--- src/rtl/bcd_pkg.sv ---
// Shared types and constants for the digit-serial BCD subtraction controller.
package bcd_pkg;

    typedef enum logic [1:0] {
        IDLE = 2'd0,
        RUN  = 2'd1,
        DONE = 2'd2
    } state_t;

    typedef logic [3:0] bcd_digit_t;

    localparam bcd_digit_t BCD_RADIX = 4'd10;
    localparam bcd_digit_t BCD_MAX   = 4'd9;

    function automatic logic is_bcd(input bcd_digit_t v);
        return (v <= BCD_MAX);
    endfunction

endpackage

--- src/rtl/bcd_sub_seq_if.sv ---
// Operand/result handshake bundle between operand decode, the subtractor and the result mux.
interface bcd_sub_seq_if #(parameter int DIGITS = 8);

    logic                  in_valid;
    logic                  in_ready;
    logic [4*DIGITS-1:0]   x;
    logic [4*DIGITS-1:0]   y;
    logic                  out_valid;
    logic                  out_ready;
    logic [4*DIGITS-1:0]   diff;
    logic                  borrow;
    logic                  err;
    logic                  busy;

    modport master (
        output in_valid, x, y, out_ready,
        input  in_ready, out_valid, diff, borrow, err, busy
    );

    modport slave (
        input  in_valid, x, y, out_ready,
        output in_ready, out_valid, diff, borrow, err, busy
    );

endinterface

--- src/rtl/bcd_digit_sub.sv ---
// Single combinational BCD digit subtractor: d = a - b - bin, wrapped into 0..9 with borrow out.
module bcd_digit_sub
    import bcd_pkg::*;
(
    input  bcd_digit_t a,
    input  bcd_digit_t b,
    input  logic       bin,
    output bcd_digit_t d,
    output logic       bout,
    output logic       bad
);

    logic [4:0] t_s;

    // Five-bit signed difference; bit 4 set means the raw result went negative.
    always_comb begin
        t_s  = {1'b0, a} - {1'b0, b} - {4'b0000, bin};
        bad  = !is_bcd(a) || !is_bcd(b);
        bout = t_s[4];
        if (t_s[4]) begin
            d = t_s[3:0] + BCD_RADIX;
        end else begin
            d = t_s[3:0];
        end
    end

endmodule

--- src/rtl/bcd_sub_seq.sv ---
// Digit-serial BCD subtraction controller: x - y one digit per cycle, LSD first, one shared digit stage.
module bcd_sub_seq
    import bcd_pkg::*;
#(
    parameter int DIGITS = 8
)(
    input  logic          clk,
    input  logic          rst,
    bcd_sub_seq_if.slave  bus
);

    localparam int W     = 4 * DIGITS;
    localparam int IDX_W = (DIGITS > 1) ? $clog2(DIGITS) : 1;

    state_t             state_q, state_d;
    logic [W-1:0]       x_q, x_d, y_q, y_d, diff_q, diff_d;
    logic               b_q, b_d, borrow_q, borrow_d, err_q, err_d;
    logic [IDX_W-1:0]   idx_q, idx_d;

    bcd_digit_t         xa_s, yb_s, d_s;
    logic               bout_s, bad_s, err_all_s;

    assign xa_s = x_q[{idx_q, 2'b00} +: 4];
    assign yb_s = y_q[{idx_q, 2'b00} +: 4];

    bcd_digit_sub u_digit (
        .a    (xa_s),
        .b    (yb_s),
        .bin  (b_q),
        .d    (d_s),
        .bout (bout_s),
        .bad  (bad_s)
    );

    assign err_all_s = err_q | bad_s;

    // Next-state and datapath update for IDLE/RUN/DONE.
    always_comb begin
        state_d  = state_q;
        x_d      = x_q;
        y_d      = y_q;
        diff_d   = diff_q;
        b_d      = b_q;
        borrow_d = borrow_q;
        err_d    = err_q;
        idx_d    = idx_q;
        case (state_q)
            IDLE: begin
                if (bus.in_valid) begin
                    x_d      = bus.x;
                    y_d      = bus.y;
                    diff_d   = '0;
                    b_d      = 1'b0;
                    borrow_d = 1'b0;
                    err_d    = 1'b0;
                    idx_d    = '0;
                    state_d  = RUN;
                end else begin
                    state_d  = IDLE;
                end
            end
            RUN: begin
                diff_d[{idx_q, 2'b00} +: 4] = d_s;
                b_d   = bout_s;
                err_d = err_all_s;
                if (idx_q == IDX_W'(DIGITS - 1)) begin
                    state_d = DONE;
                    // A bad nibble anywhere makes the numeric result meaningless.
                    if (err_all_s) begin
                        diff_d   = '0;
                        borrow_d = 1'b0;
                    end else begin
                        borrow_d = bout_s;
                    end
                end else begin
                    idx_d   = idx_q + IDX_W'(1);
                    state_d = RUN;
                end
            end
            DONE: begin
                if (bus.out_ready) begin
                    state_d = IDLE;
                end else begin
                    state_d = DONE;
                end
            end
            default: begin
                state_d = IDLE;
            end
        endcase
    end

    // State and datapath registers; synchronous reset aborts any operation in flight.
    always_ff @(posedge clk) begin
        if (rst) begin
            state_q  <= IDLE;
            x_q      <= '0;
            y_q      <= '0;
            diff_q   <= '0;
            b_q      <= 1'b0;
            borrow_q <= 1'b0;
            err_q    <= 1'b0;
            idx_q    <= '0;
        end else begin
            state_q  <= state_d;
            x_q      <= x_d;
            y_q      <= y_d;
            diff_q   <= diff_d;
            b_q      <= b_d;
            borrow_q <= borrow_d;
            err_q    <= err_d;
            idx_q    <= idx_d;
        end
    end

    assign bus.in_ready  = (state_q == IDLE);
    assign bus.out_valid = (state_q == DONE);
    assign bus.busy      = (state_q == RUN) || (state_q == DONE);
    assign bus.diff      = diff_q;
    assign bus.borrow    = borrow_q;
    assign bus.err       = err_q;

endmodule

--- src/flat_wrapper.sv ---
// flat-port wrapper written by rule: the top's interface ports become plain ports
module bcd_sub_seq_flat import bcd_pkg::*;
#(
    parameter int DIGITS = 8
)
  (clk, rst, bus_in_valid, bus_x, bus_y, bus_out_ready, bus_in_ready, bus_out_valid, bus_diff, bus_borrow, bus_err, bus_busy);
  bcd_sub_seq_if #(.DIGITS(DIGITS)) bus_i ();
  input  logic clk;
  input  logic rst;
  input wire logic [$bits(bus_i.in_valid)-1:0] bus_in_valid;
  input wire logic [$bits(bus_i.x)-1:0] bus_x;
  input wire logic [$bits(bus_i.y)-1:0] bus_y;
  input wire logic [$bits(bus_i.out_ready)-1:0] bus_out_ready;
  output wire logic [$bits(bus_i.in_ready)-1:0] bus_in_ready;
  output wire logic [$bits(bus_i.out_valid)-1:0] bus_out_valid;
  output wire logic [$bits(bus_i.diff)-1:0] bus_diff;
  output wire logic [$bits(bus_i.borrow)-1:0] bus_borrow;
  output wire logic [$bits(bus_i.err)-1:0] bus_err;
  output wire logic [$bits(bus_i.busy)-1:0] bus_busy;
  assign bus_i.in_valid = bus_in_valid;
  assign bus_i.x = bus_x;
  assign bus_i.y = bus_y;
  assign bus_i.out_ready = bus_out_ready;
  assign bus_in_ready = bus_i.in_ready;
  assign bus_out_valid = bus_i.out_valid;
  assign bus_diff = bus_i.diff;
  assign bus_borrow = bus_i.borrow;
  assign bus_err = bus_i.err;
  assign bus_busy = bus_i.busy;
  bcd_sub_seq #(.DIGITS(DIGITS)) u_core (.clk(clk), .rst(rst), .bus(bus_i));
endmodule
--- config.mk ---
export PLATFORM = sky130hd
export DESIGN_NAME = bcd_sub_seq_flat
export DESIGN_NICKNAME = d
export VERILOG_FILES = /design/src/rtl/bcd_pkg.sv /design/src/rtl/bcd_sub_seq_if.sv /design/src/rtl/bcd_digit_sub.sv /design/src/rtl/bcd_sub_seq.sv /design/src/flat_wrapper.sv
export SDC_FILE = /design/constraint.sdc
export NUM_CORES = 1
export LEC_CHECK = 0
export CORE_ASPECT_RATIO = 1.2
export CORE_MARGIN = 2
export CORE_UTILIZATION = 53
export CTS_BUF_LIST = sky130_fd_sc_hd__clkbuf_8
export DETAILED_ROUTE_END_ITERATION = 8
export GPL_TIMING_DRIVEN = 0
export PLACE_DENSITY = 0.83
export SLEW_MARGIN = 30
export SYNTH_ARGS = -nofsm -noshare
export SYNTH_HDL_FRONTEND = slang
export SYNTH_HIERARCHICAL = 1
export SYNTH_SLANG_ARGS = --single-unit
--- constraint.sdc ---
create_clock -name clk -period 5.5 [get_ports clk]
set_clock_uncertainty 0.15 [all_clocks]
set_input_delay 1.1 -clock clk [delete_from_list [all_inputs] [get_ports clk]]
set_output_delay 1.1 -clock clk [all_outputs]
set_load 0.01 [all_outputs]
======== Word-level counts from Yosys, hierarchy flattened ========
Cells that the tools add are included.
storage, ports and cells
  register bits ........................... 104
  input bits .............................. 68
  output and inout port bits .............. 37
  logic and storage cells ................. 55
operators by class
  add/sub/neg operators ................... 5
  $lt $le $gt $ge ......................... 2
  eq/ne operators ......................... 6
  shift operators ......................... 4
  mux-type cells .......................... 19
  bitwise logic cells ..................... 1
  reductions and logical operators ........ 10
operators by type and width
  cell                                                   number
  two-way mux 32 bit                                     3
  case mux 32 bit (2 select lines)                       1
  indexed part select 32 x 6 -> 4 bit                    2
  bitwise mux 32 bit                                     1
  variable shift 4 x 7 -> 32 bit (first input constant)  1
  indexed part select 4 x 7 -> 32 bit                    1
  <= comparator 4 bit (second input constant)            2
  negation 5 -> 7 bit                                    1
  two-way mux 3 bit                                      2
  case mux 1 bit (2 select lines)                        3
  case mux 2 bit (3 select lines)                        1
  case mux 3 bit (2 select lines)                        1
  AND reduction 3 bit                                    2
  subtractor 4 x 4 -> 5 bit                              1
  subtractor 5 x 1 -> 5 bit                              1
  adder 4 bit (second input constant)                    1
  two-way mux 1 bit                                      4
  two-way mux 2 bit                                      2
  two-way mux 4 bit                                      1
  != test 2 bit (second input constant)                  2
  AND reduction 2 bit                                    2
  adder 3 x 1 -> 3 bit (second input constant)           1
  equality test 3 bit (second input constant)            1
  equality test 2 x 1 -> 1 bit (second input constant)   1
  other kinds (7)                                        9

======== Longest topological paths before layout ========
  word-level depth ........................ 10
  depth in mapped cells ................... 16

======== Hierarchy ========
Netlist, hierarchy kept.
modules (own cells, without submodules)
  module         times used  cells each  area each (um^2)  sequential area each (um^2)
  bcd_sub_seq    1           513         4,529.3           2,082.0
  bcd_digit_sub  1           35          287.8             0.0

======== Worst setup path before layout ========
Ideal clock, no wire load.
  path kind ............................... reg2reg
  start point ............................. reg u_core.idx_q[0]
  end point ............................... reg u_core.diff_q[14], in the netlist u_core/bus.diff[14]
  arrival ................................. 3.629 ns
  setup slack ............................. 1.594 ns
  stages on the path, launching flop included .. 15
  buffers on the path ..................... 2
  clock period less this slack ............ 3.906 ns
  cells stage by stage .................... dfxtp_1 -> buf_2 -> buf_2 -> mux4_2 -> nand2_1 -> nand2_1 -> fa_1 -> fa_1 -> nand2b_1 -> a211o_1 -> and2_4 -> mux2_4 -> and2_1 -> mux2i_1 -> nor2_1
between the ends
  word-level cells in the longest chain between the ends .. 10
ends and longest elaborated chain
  item                                     line                 text
  start, declared                          bcd_sub_seq.sv:18    logic [IDX_W-1:0] idx_q, idx_d;
  start signal, assigned                   bcd_sub_seq.sv:112   idx_q <= idx_d;
  indexed part select 32 x 6 -> 4 bit (*)  bcd_sub_seq.sv:23    assign xa_s = x_q[{idx_q, 2'b00} +: 4];
  net u_core.xa_s[0]                       bcd_sub_seq.sv:20    bcd_digit_t xa_s, yb_s, d_s;
  subtractor 4 x 4 -> 5 bit (*)            bcd_digit_sub.sv:17  t_s = {1'b0, a} - {1'b0, b} - {4'b0000, bin};
  subtractor 5 x 1 -> 5 bit (*)            bcd_digit_sub.sv:17
  adder 4 bit                              bcd_digit_sub.sv:21  d = t_s[3:0] + BCD_RADIX;
  two-way mux 4 bit (*)                    bcd_digit_sub.sv:20  if (t_s[4]) begin
  net u_core.d_s[2]                        bcd_sub_seq.sv:20
  indexed part select 4 x 7 -> 32 bit (*)  bcd_sub_seq.sv:63    diff_d[{idx_q, 2'b00} +: 4] = d_s;
  bitwise mux 32 bit (*)                   bcd_sub_seq.sv:63
  two-way mux 32 bit                       bcd_sub_seq.sv:69    if (err_all_s) begin
  two-way mux 32 bit (*)                   bcd_sub_seq.sv:66    if (idx_q == IDX_W'(DIGITS - 1)) begin
  case mux 32 bit (2 select lines) (*)     bcd_sub_seq.sv:47    case (state_q)
  end signal, assigned                     bcd_sub_seq.sv:108   diff_q <= diff_d;
  end, declared                            bcd_sub_seq.sv:16    logic [W-1:0] x_q, x_d, y_q, y_d, diff_q, diff_d;
The timed path passes the listed nets; every way through them passes the cells marked *.
A chain may end at the register's enable or synchronous reset.

======== Worst setup path after layout ========
  start point ............................. reg u_core.idx_q[0]
  end point ............................... reg u_core.diff_q[13], in the netlist u_core/bus.diff[13]
Same word-level chain as after synthesis.

==> impl_results.md <==
* Die Ht at 108 um
* Slew @ Worst Pin at 0.649 ns
* Status: finished clean
* FF+latch count, synth at 104
* Post-Syn Instances at 548
* Pre-CTS setup slack at 1.10 ns
* Crit path cell chain: buf_2, buf_2, mux4_2, nand2_1, nand2_1, fa_1, fa_1, nand2b_1, a211o_1, and2_4, xnor2_1, and2_1, mux2i_1, nor2_1
* TritonCTS clock tree: done
* Number of diodes at 0
* Post-route antenna net violation count at 0
* Layout Nets at 751
* Die Area at 9870 um2
* Synth Cell Area at 4820 um2
* Number of synthesis warnings at 6
* Via count at 4190
* Crit path required time at 5.66 ns
* Netlist cell types at 40
* Resize count post-CTS at 0
* Crit share post-route at 81.3%
* Net Sw Frac at 29.3%
* Routed WL at 11700 um
* Vias in the first global route at 4113
* Post-synth top area share at 43.2%
* Fmax at 224 MHz
* Clock sinks at 104
* Clock Path Buffers at 2
* Final setup fails at 0
* CTS Hold Bufs at 0
* Fillers at 739
* Largest net degree at the start of global routing at 18
* Final max-slew violation count at 0
* Layout cells sized above 1 at 7.21%
* Commonest non-fill, non-tap cell in the layout: nand2_1
* WS Path Type: reg2reg
* Number of port buffers at 103
* Worst setup margin at 1.03 ns
* Syn nets at 637
* Pwr/cell area at 251 nW/um2
* First-pass GRT wire length at 18900 um
* Clk root buf: clkbuf_8
* H-tree Lvls at 3
* Critical path endpoint category: flop
* Area contributors post-synth: dfxtp_1, nand2_1, mux4_2
* Initial antenna violation count at 0
* Critical Path AT at 4.63 ns
* Hold Crit Class: reg2reg
* Internal at 1.09 mW
* Routability congestion estimate at 0.878
* Clk pwr share at 27.9%
* Avg Cell Area, Syn at 8.79 um2
* RSZ-0062 raised after global routing: false
* Max incr delay on CP at 0.56 ns
* Setup TNS at 0 ns
* Die width at 91.0 um
* Number of core rows at 38
* Inst Count DP at 771
* Initial drt markers at 284
* Vias per inst at 5.33
* Max VDD drop at 155 uV
* First drt pass iteration count at 5
* Fin. Hold Viols at 0
* Clock Latency Late Sink at 0.38 ns
* Global route overflow at 0
* Leak pwr at 2.30 nW
* Total CTS buffers at 9
* Worst-path maximum fanout at 10
* Post-synthesis sequential area ratio at 43.2%
* Seq pwr share at 52.0%
* WL/cell at 14.9 um
* IO Count at 105
* Post-route DRC at 0
* Post-CTS setup buffers at 0
* Combinational share of power at 20.0%
* Startpoint type of the worst setup path: flop
* Min Tclk post-route at 4.47 ns
* Internal reg-to-reg setup slack at 1.03 ns
* Non-filler cells, final at 786
* Total Power at 1.55 mW
* P_sw at 454 uW
* HPWL after DPL at 9030 um
* Max_cap viols at 0
* Most frequent cells in the layout: nand2_1, dfxtp_1, clkdlybuf4s50_1, a21oi_1, nor2_1
* Total global-route track usage at 24.0%
* Initial Util at 53.9%
* CP max stage cell: mux4_2
* Area Growth Syn to Fin at 28.0%
* Clock Pin Slew Worst Setup and Hold Paths at 0.10 ns
* Slew headroom at 56.7%
* Synth area leader: dfxtp_1
* Core region area at 8940 um2
-- cells by family after synthesis --
kind of cell             after synthesis  share of synthesized area [%]
AND/OR/NAND/NOR                      236                           21.9
flip-flops                           104                           43.2
AO/OA/AOI/OAI                         82                           9.01
multiplexers                          52                           15.1
buffers and inverters                 48                           4.05
adder cells (fa/ha/maj)               21                           5.77
XOR/XNOR                               5                          0.909
-- metrics by stage --
stage | utilization, % | cell area, um2 | hold WS, ns
final | 69.0 | 6170 | 0.306
after global routing | 69.0 | 6170 | 0.329
after CTS | 69.0 | 6170 | 0.307
after detailed placement | 67.1 | 6000 | 0.294
after global placement | 67.1 | 6000 | 0.289
after floorplan | - | 4820 | 0.282
-- final cells by class --
type                    instances  area, um2  area share [%]
plain buffers                  34        143            2.31
clock buffers                   9        124            2.01
inverters                      14       52.6           0.852
well taps                     120        150            2.43
flip-flops and latches        104       2080            33.8
multi-input cells             396       2540            41.2
repair buffers                103       1030            16.7
clock inverters                 6       45.0           0.730
-- critical path: cells and delay by family, from the launching register on --
family | cells | cell delay, ns
fa+ha+maj | 2 | 0.92
simple gates | 6 | 0.90
mux | 2 | 0.64
buf+inv | 2 | 0.62
xor+xnor | 1 | 0.44
flops | 1 | 0.40
compound gates | 1 | 0.34
-- cell usage after synthesis --
cell type,instances
a211o_1,1
a211oi_1,2
a21oi_1,69
a22oi_1,1
a31oi_1,1
a32oi_1,2
and2_1,14
and2_4,1
and3b_1,1
buf_1,5
buf_2,6
buf_6,1
clkbuf_1,22
clkinv_1,1
dfxtp_1,104
fa_1,2
ha_1,19
inv_1,13
mux2_2,1
mux2_4,1
mux2i_1,34
mux4_2,16
nand2_1,160
nand2b_1,2
nand3_1,2
nand3b_1,1
nand4_1,1
nor2_1,40
nor2b_1,2
nor3_1,1
nor3_2,3
nor3_4,1
nor3b_1,2
nor4b_1,1
nor4b_4,3
o2111ai_1,1
o21ai_0,5
or2_2,1
xnor2_1,3
xor2_1,2
-- metal layers --
metal | part of all wire, % | routed length (um) | GRT usage [%]
met3 | 5.4 | 637 | 2.72
met4 | 3.2 | 376 | 11.8
met1 | 39 | 4590 | 26.5
met2 | 52 | 6080 | 45.7
met5 | 0 | 0 | 0
-- worst paths after layout --
kind / endpoint / depth (start not counted) / from
worst min register to register: u_core/y_q[27] / 2 / u_core/y_q[27]
worst max-delay path: u_core/bus.diff[13] / 14 / u_core/idx_q[0]
worst max register to register: u_core/bus.diff[13] / 14 / u_core/idx_q[0]
worst min-delay path: u_core/y_q[27] / 2 / u_core/y_q[27]
-- power by group through the flow --
| stage | sequential (mW) | combinational (mW) | clock [mW] |
|---|---|---|---|
| after floorplan | 0.819 | 0.188 | 0 |
| after global routing | 0.810 | 0.340 | 0.462 |
| after detailed placement | 0.823 | 0.305 | 0 |
| after global placement | 0.821 | 0.295 | 0 |
| after CTS | 0.806 | 0.308 | 0.436 |
| final | 0.806 | 0.310 | 0.432 |
-- state kept, by name, indices dropped and copies added (netlist names) --
name	cells
u_core/b_q	1
u_core/bus.borrow	1
u_core/bus.diff	32
u_core/bus.err	1
u_core/idx_q	3
u_core/state_q	2
u_core/x_q	32
u_core/y_q	32
Note: power is estimated with default switching activity, not from simulation.
==> RTL change 1: new RTL, same settings <==
Reset style: asynchronous (`rst`), changed in one clocked block. Comments in the files are not updated.
--- a/src/rtl/bcd_sub_seq.sv
+++ b/src/rtl/bcd_sub_seq.sv
@@ -91,7 +91,7 @@
     end
 
     // State and datapath registers; synchronous reset aborts any operation in flight.
-    always_ff @(posedge clk) begin
+    always_ff @(posedge clk or posedge rst) begin
         if (rst) begin
             state_q  <= IDLE;
             x_q      <= '0;
Function: differs if rst is asserted again (counterexample within 4 cycles, from zero or initial values and one cycle with rst high); with rst held inactive, the same outputs for 10 cycles.
==> RTL change 1 against the original RTL <==
Routed wire length up 8.6%; area after synthesis up 13%; sequential share of layout area up 4.0 points; first-iteration DRC count down 50%; setup slack worse by 0.32 ns; design area up 12%; sequential cell count unchanged.
Power is not compared: it rests on default switching activity, and its combinational part moved more than twofold at a synthesized area within 25%.
==> RTL change 1: results (changes against the original RTL) <==
wl_per_cell_um: 18.3  # +23%
vias: 4095  # -2.3%
grt_util_all_layers: 0.246  # +0.00609
syn-num-nets: 535  # -16%
wl_met2_um: 6760  # +11%
outcome: "completed"
yosysSeqAreaShare: 0.478  # +0.0455
arrival_ns: 4.94  # +0.31 ns
place_inst: 677  # -12%
use_met2: 0.430  # -0.0270
buffers: 138  # +0.73%
synth_common_cells: "dfrtp_1, mux2_2, a21oi_1, nand2_1, nand4_1"
nets: 651  # -13%
multi_input_comb_cells: 294  # -26%
syn_avg_cell_area_um2: 12.2  # +39%
cpPeakStageDelay_ns: 0.61  # +0.05 ns
synth.distinct_cells: 37  # -7.5%
yosys-top-cells-area: "dfrtp_1, mux2_2, mux4_2, ha_1, o31ai_1"
grt_pass1_wl_um: 20700  # +9.7%
synth.area.mux_share: 0.207  # +0.0563
fillers: 751  # +1.6%
core_um2: 10000  # +12%
worstSetupStartpoint: "u_core/idx_q[1]"
multi_input_area_um2: 2600  # +2.5%
met3_usage: 0.0446  # +0.0174
inv_count: 15  # +1
synthAdderAreaFrac: 0.0510  # -0.00667
RTL change 1: changes by cell type after synthesis, sizes merged, moves of 14 or more:
cell,delta
a21oi,-33
buf,+14
clkbuf,-15
dfrtp,+104
dfxtp,-104
mux2,+65
mux2i,-33
nand2,-125
nand4,+31
nor2,-38
o31ai,+28
RTL change 1: final timing paths:
kind	to	slack, ns	cells past startpoint
min	u_core/y_q[15]	0.36	1
max in group asynchronous	u_core/y_q[2]	3.63	3
max	u_core/bus.diff[9]	0.72	14
max reg2reg	u_core/bus.diff[9]	0.72	14
min in group asynchronous	u_core/state_q[1]	0.93	2
min reg2reg	u_core/y_q[15]	0.36	1
RTL change 1: logic make-up (layout without fill, tap and decap cells):
kind of cell / count (synthesis) / in the layout
flops: 104 / 104
simple gates: 104 / 104
mux: 84 / 84
compound gates: 80 / 80
buf+inv: 48 / 169
fa+ha+maj: 21 / 21
xor+xnor: 5 / 5
==> RTL change 2: new RTL, config.mk and constraints unchanged <==
Made on the original files. `DIGITS` is set to 8 in 3 places; all go to 4.
--- a/src/rtl/bcd_sub_seq_if.sv
+++ b/src/rtl/bcd_sub_seq_if.sv
@@ -1,5 +1,5 @@
 // Operand/result handshake bundle between operand decode, the subtractor and the result mux.
-interface bcd_sub_seq_if #(parameter int DIGITS = 8);
+interface bcd_sub_seq_if #(parameter int DIGITS = 4);
 
     logic                  in_valid;
     logic                  in_ready;
--- a/src/rtl/bcd_sub_seq.sv
+++ b/src/rtl/bcd_sub_seq.sv
@@ -2,7 +2,7 @@
 module bcd_sub_seq
     import bcd_pkg::*;
 #(
-    parameter int DIGITS = 8
+    parameter int DIGITS = 4
 )(
     input  logic          clk,
     input  logic          rst,
--- a/src/flat_wrapper.sv
+++ b/src/flat_wrapper.sv
@@ -1,7 +1,7 @@
 // flat-port wrapper written by rule: the top's interface ports become plain ports
 module bcd_sub_seq_flat import bcd_pkg::*;
 #(
-    parameter int DIGITS = 8
+    parameter int DIGITS = 4
 )
   (clk, rst, bus_in_valid, bus_x, bus_y, bus_out_ready, bus_in_ready, bus_out_valid, bus_diff, bus_borrow, bus_err, bus_busy);
   bcd_sub_seq_if #(.DIGITS(DIGITS)) bus_i ();
Ports: changed (resized bus_diff, bus_x and bus_y); port bits go from 105 to 57. The function was not compared with the original's and may differ.
==> RTL change 2 against the original RTL <==
Area after synthesis is 42% lower; power shrank 41%; first-iteration DRC count decreased by 55%; utilization shrank 1.1 points; count of clock-buffer cells in the layout shrank 4; sequential cell count down 49; setup slack improved by 0.49 ns; global-route usage shrank 2.0 points; design area shrank 42%; routed wire length fell by 47%; critical path type unchanged.
==> RTL change 2: results (changes against the original RTL) <==
outcome: "completed"
clock_latency_ns: 0.31  # -0.07 ns
fin_crit_ns: 3.98  # -0.487 ns
grt_max_degree: 16  # -2
met3_usage: 0.0338  # +0.00664
comb_power_share: 0.244  # +0.044
synth_common_cells: "nand2_1, dfxtp_1, a21oi_1, inv_1, ha_1"
cts_max_level: 2  # -1
grt_pass1_wl_um: 10600  # -44%
pre_cts_slack_ns: 1.54  # +0.446 ns
use_met2: 0.395  # -0.0612
p_sw_w: 0.000253  # -44%
syn_inst: 314  # -43%
synthAdderAreaFrac: 0.0897  # +0.0321
synth_compound_area_frac: 0.187  # +0.0969
leakage_nw: 1.29  # -44%
postPlaceCellArea_um2: 3440  # -43%
wl_met2_um: 3320  # -45%
hpwlAfterDp_um: 4880  # -46%
hold_path_end: "u_core/x_q[12]"
p_clk_w: 0.000257  # -41%
grtUsageMet1: 0.268  # +0.00244
place_inst: 431  # -44%
synth.distinct_cells: 37  # -7.5%
holdWs_ns: 0.310  # +0.00465 ns
comb_cell_power_w: 0.000221  # -29%
-- RTL change 2: cell count changes in the layout (fill, tap and decap cells not counted), moves of 30 or more --
cell | before | now
nor2_1 | 40 | 1
dfxtp_1 | 104 | 55
nand2_1 | 160 | 67
a21oi_1 | 69 | 39
clkdlybuf4s50_1 | 103 | 55
mux2i_1 | 34 | 1
-- RTL change 2: critical path, delay by kind of cell (launching register included) --
kind / cells / cell delay [ns]
AND/OR/NAND/NOR: 3 / 0.50
flip-flops: 1 / 0.51
multiplexers: 1 / 0.56
XOR/XNOR: 1 / 0.32
AO/OA/AOI/OAI: 2 / 0.57
adder cells (fa/ha/maj): 2 / 0.89
buffers and inverters: 1 / 0.36
-- RTL change 2: final cells by class --
cell class                 count  area, um2
fill                         440       1680
multi-input combinational    220       1530
sequential                    55       1100
timing repair buffer          55        551
buffer                        21        121
tap                           62       77.6
clock buffer                   5       68.8
inverter                      18       67.6
clock inverter                 2       33.8
